===== config.mk =====
export PLATFORM = sky130hd
export DESIGN_NAME = hash_min_tracker
export DESIGN_NICKNAME = d
export VERILOG_FILES = /design/src/rtl/hash_min_tracker.sv
export SDC_FILE = /design/constraint.sdc
export NUM_CORES = 1
export LEC_CHECK = 0
export CORE_MARGIN = 2
export CORE_UTILIZATION = 30
export DETAILED_ROUTE_END_ITERATION = 10
export PLACE_DENSITY_LB_ADDON = 0.12
export SYNTH_ARGS = -nofsm -noshare
export SYNTH_HDL_FRONTEND = slang
export SYNTH_SLANG_ARGS = --single-unit

===== constraint.sdc =====
create_clock -name clk -period 3.75 [get_ports clk]
set_input_delay 0.75 -clock clk [delete_from_list [all_inputs] [get_ports clk]]
set_output_delay 0.75 -clock clk [all_outputs]
set_load 0.1 [all_outputs]

===== src/rtl/hash_min_tracker.sv =====
// Running min / below-target counter over a stream of 64-bit hashes.
// Ports: clk, reset, clear, valid, hash, target, nonce -> best_*, count, found_any.
module hash_min_tracker (
  input  logic        clk,
  input  logic        reset,
  input  logic        clear,
  input  logic        valid,
  input  logic [63:0] hash,
  input  logic [63:0] target,
  input  logic [15:0] nonce,
  output logic [63:0] best_hash,
  output logic [31:0] best_nonce,
  output logic [15:0] count,
  output logic        found_any
);

  logic [63:0] best_hash_q, best_hash_d;
  logic [31:0] best_nonce_q, best_nonce_d;
  logic [15:0] count_q, count_d;
  logic        found_q, found_d;

  always_comb begin
    best_hash_d  = best_hash_q;
    best_nonce_d = best_nonce_q;
    count_d      = count_q;
    found_d      = found_q;
    if (clear) begin
      best_hash_d  = '1;
      best_nonce_d = '0;
      count_d      = '0;
      found_d      = 1'b0;
    end else if (valid) begin
      if (hash < target) begin
        found_d = 1'b1;
        if (count_q != 16'hFFFF)
          count_d = count_q + 16'd1;
      end
      // strict compare: an equal later hash keeps the earlier nonce
      if (hash < best_hash_q) begin
        best_hash_d  = hash;
        best_nonce_d = {16'b0, nonce};
      end
    end
  end

  always_ff @(posedge clk or posedge reset) begin
    if (reset) begin
      best_hash_q  <= '1;
      best_nonce_q <= '0;
      count_q      <= '0;
      found_q      <= 1'b0;
    end else begin
      best_hash_q  <= best_hash_d;
      best_nonce_q <= best_nonce_d;
      count_q      <= count_d;
      found_q      <= found_d;
    end
  end

  assign best_hash  = best_hash_q;
  assign best_nonce = best_nonce_q;
  assign count      = count_q;
  assign found_any  = found_q;

endmodule


[After elaboration in Yosys (flattened, before gate mapping)]
Cells that the tools add are included.
Cells by class
  add/subtract/negate cells: 1
  $lt $le $gt $ge: 2
  equality and inequality tests: 1
  mux-type cells: 13
  reduce and logical (&&, ||, !) cells: 7
Operator list (count)
  64-bit 2-to-1 mux: 3
  64-bit less-than comparator: 2
  32-bit 2-to-1 mux: 3
  16-bit 2-to-1 mux: 4
  16-bit by 1-bit adder with 16-bit output, second input constant: 1
  16-bit != test, second input constant: 1
  2-bit nonzero test: 4
  2-bit AND reduction: 2
  1-bit 2-to-1 mux: 3
  3-bit AND reduction: 1
Storage, ports and cells
  register bits: 113
  input bits: 148
  output and inout port bits: 113
  logic and storage cells: 28

[Depth between registers and ports, before layout]
  depth after elaboration: 5
  gate-level depth with buffers: 13
  mapped depth without buffers: 11

[Worst setup path before layout]
No wires, ideal clock.
  path kind: reg-to-reg
  from: register best_hash_q[60], in the netlist best_hash[60]
  to: register best_nonce_q[11], in the netlist best_nonce[11]
  library setup time: 0.132 ns
  arrival: 2.834 ns
  data required time: 3.618 ns
  setup slack: 0.785 ns
  cell stages (with the launch flop): 13
  buffers on the path: 2
  period minus slack after synthesis: 2.965 ns
  path through: dfstp_2 -> inv_1 -> ha_1 -> nand2_1 -> nor4_1 -> and2_1 -> nand2_1 -> or3_1 -> o21ai_1 -> buf_2 -> buf_2 -> mux2i_1 -> nor2_1
On the way
  cells in the longest elaborated chain, start to end: 3
Ends and longest elaborated chain
  from (decl): line 17  | logic [63:0] best_hash_q, best_hash_d;
  from (signal assigned): line 53  | best_hash_q <= best_hash_d;
  64-bit less-than comparator: line 39  | if (hash < best_hash_q) begin
  2-bit nonzero test (no line)
  2-bit AND reduction (no line)
  to (signal assigned): line 54  | best_nonce_q <= best_nonce_d;
  to (decl): line 18  | logic [31:0] best_nonce_q, best_nonce_d;
Every way passes these cells.
A chain may end at the register's enable or synchronous reset.

[Worst setup path after layout]
  from: input port target[2]
  to: register count_q[4], in the netlist count[4]
On the way
  cells in the longest elaborated chain, start to end: 3
Ends and longest elaborated chain
  from (decl): line 9  | input logic [63:0] target,
  64-bit less-than comparator: line 33  | if (hash < target) begin
  2-bit nonzero test (no line)
  3-bit AND reduction (no line)
  to (signal assigned): line 55  | count_q <= count_d;
  to (decl): line 19  | logic [15:0] count_q, count_d;
Every way passes these cells.

==> reports/metrics.yaml <==
hold_viol: 0
die_x_um: 162.2
r2r-end: "best_hash[12]$_DFFE_PP1P_"
ctsResizeCount: 0
fp.dieH_um: 162.2
grt_max_degree: 68
drc: 0
wirelength_um: 21740
place_hpwl_um: 17130
portBuffers: 244
p_per_area_nw_per_um2: 342.5
clock-root-buffer: "clkbuf_16"
drt_iter0_drc: 239
reg2reg_depth: 12
drive_above_1_share_pct: 12.24
grt_setup_unrepaired: "no"
crit_fanout: 14
synth-edff-count: 0
fillerInstances: 2464
grt_usage_pct: 16.76
rrSetupSlack_ns: 0.73
worstMarginPinSlew_ns: 1.009
numPlacedInstances: 1468
hold_slack_ns: 0.5245
maxCapViolations: 0
min_delay_path_depth: 2
synth_xor_area_share_pct: 0.3500
status: "completed"
synth_area_um2: 7507
final_max_slew_viol_count: 0
diodes: 0
stdcell_count: 1484
postCtsHoldBufs: 0
endpoint_kind: "register"
yosys_warnings: 0
rows: 57
final_common_cell: "clkdlybuf4s50_1"
hold_class: "reg2reg"
final_cell_mix: "224 x clkdlybuf4s50_1, 131 x inv_1, 127 x ha_1"
fin_nets: 1430
tns_ns: 0
ys.flop_type: "dfstp_2"
relSlewSlack_pct: 32.54
grt_pass1_vias: 6811
leakage_nw: 5.300
async_flop_share_pct: 100.0
gp_congestion: 0.7998
fmax_mhz: 288.5
clk_latency_ns: 0.36
ioPinCount: 261
clk_pin_slew_ns: 0.08
synth_cells: 902
die_area_um2: 26310
synth_simple_gate_area_share_pct: 17.82
cts_buffers: 9
core_um2: 24460
overflow: 0
power_mw: 3.682
ys_types: 51
clock_skew_ns: 0.01295
min_from: "best_nonce[9]$_DFFE_PP0P_"
antenna_left: 0
finalSetupViolations: 0
synth_compound_area_share_pct: 14.53
critPathLaunchType: "primary input"
synth_seq_area_share_pct: 33.40
avgSynthCellArea_um2: 8.323
ys_seq_elements: 97
dr.pass1.iters: 4
synth.mux.area_fraction_pct: 2.433
worstPathArrival_ns: 3.77
worstHoldEndpoint: "best_nonce[9]$_DFFE_PP0P_"
cts_tree: "yes"
h-tree-depth: 3
synth_fa_ha_area_share_pct: 21.17
worstReg2RegStart: "best_hash[58]$_DFFE_PP1P_"
grt_pass1_wl_um: 35250
wl_per_cell_um: 14.65
min_period_ns: 3.466
cts_buffer_depth: 2
initial_core_util_pct: 30.69
period_share_pct: 92.43
path_class: "in2reg"
viasPerCell: 4.658
synth_top_family_by_area: "adder cells"
clock-sinks: 97
required_ns: 4.05
vias: 6912
cts_setup_buffers: 0
ir_drop_uv: 214.3
synthToLayoutAreaGrowth_pct: 43.20
antenna_found_initial: 1
## cell families (layout without fill, tap and decap cells)
group                      after synthesis  count (layout)
muxes                                   18              18
other                                    1              16
adders and majority gates              127             127
and+or+nand+nor                        284             284
AOI/OAI and AO/OA                      189             189
DFF                                     97              97
buffers and inverters                  183             426
xor gates and xnor gates                 3               3
## critical path, stage by stage
cell,delay [ns]
clkdlybuf4s50_1,0.45
inv_1,0.04
ha_1,0.28
a211o_1,0.29
a31oi_1,0.19
o221ai_1,0.20
a31oi_1,0.23
o311ai_1,0.12
buf_4,0.16
o211ai_4,0.22
nand2_4,0.14
buf_4,0.16
or4_1,0.45
nand2_1,0.07
## registers in the layout, summed over array words and instances (netlist names)
signal      cells
count          16
best_nonce     16
best_hash      64
found_any       1
## report_power, final
group	internal (mW)	switching, mW
Combinational	0.475	0.979
Clock	0.539	0.483
Sequential	1.15	0.0543
Total	2.17	1.52
## cell type report
class	count	area, µm²	area share [%]
clock inverters	7	93.84	0.8729
well taps	324	405.4	3.771
flip-flops and latches	97	2507	23.32
multi-input cells	637	4298	39.98
repair buffers	278	2723	25.33
inverters	132	498.0	4.632
clock buffers	9	225.2	2.095
## synthesized netlist by cell type, types with 6 or more instances
cell type	n	area, µm²
or3_1	6	37.54
dfrtp_1	33	825.8
clkbuf_1	24	90.09
nor2b_1	6	37.54
nor2_1	101	379.1
a21o_1	12	90.09
o21ai_0	22	110.1
nand4_1	24	150.1
dfstp_2	64	1682
a211oi_1	6	45.04
nor3_1	71	355.3
nand2_1	40	150.1
buf_4	17	127.6
nor4_1	6	37.54
mux2i_1	16	160.2
buf_2	9	45.04
inv_1	132	495.5
a21oi_1	119	595.6
nand3_1	15	75.07
ha_1	127	1589
## through the flow
step / cell area, µm² / utilization (%) / setup WS, ns
6_report: 10750 / 43.95 / 0.2840
5_1_grt: 10750 / 43.95 / 0.08514
4_1_cts: 10750 / 43.95 / 0.2757
3_5_place_dp: 10430 / 42.64 / -0.1066
3_3_place_gp: 10430 / 42.64 / -0.06584
2_1_floorplan: 7564 / - / 0.5722
## layer usage
layer	part of all wire, %	global-route usage [%]
met1	46	21.78
met2	46	27.79
met3	6.5	4.724
met4	1.5	3.620
met5	0.060	0
## worst max-delay path by stage
| stage | startpoint | to | cells past startpoint |
|---|---|---|---|
| final | target[2] | count[4]$_DFFE_PP0P_ | 14 |
| after global routing | hash[2] | count[6]$_DFFE_PP0P_ | 13 |
| after CTS | target[2] | count[4]$_DFFE_PP0P_ | 14 |
| after detailed placement | target[2] | count[4]$_DFFE_PP0P_ | 14 |
| after global placement | hash[39] | count[13]$_DFFE_PP0P_ | 12 |
| after floorplan | reset | best_nonce[0]$_DFFE_PP0P_ | 1 |
(Power assumes the default switching activity.)
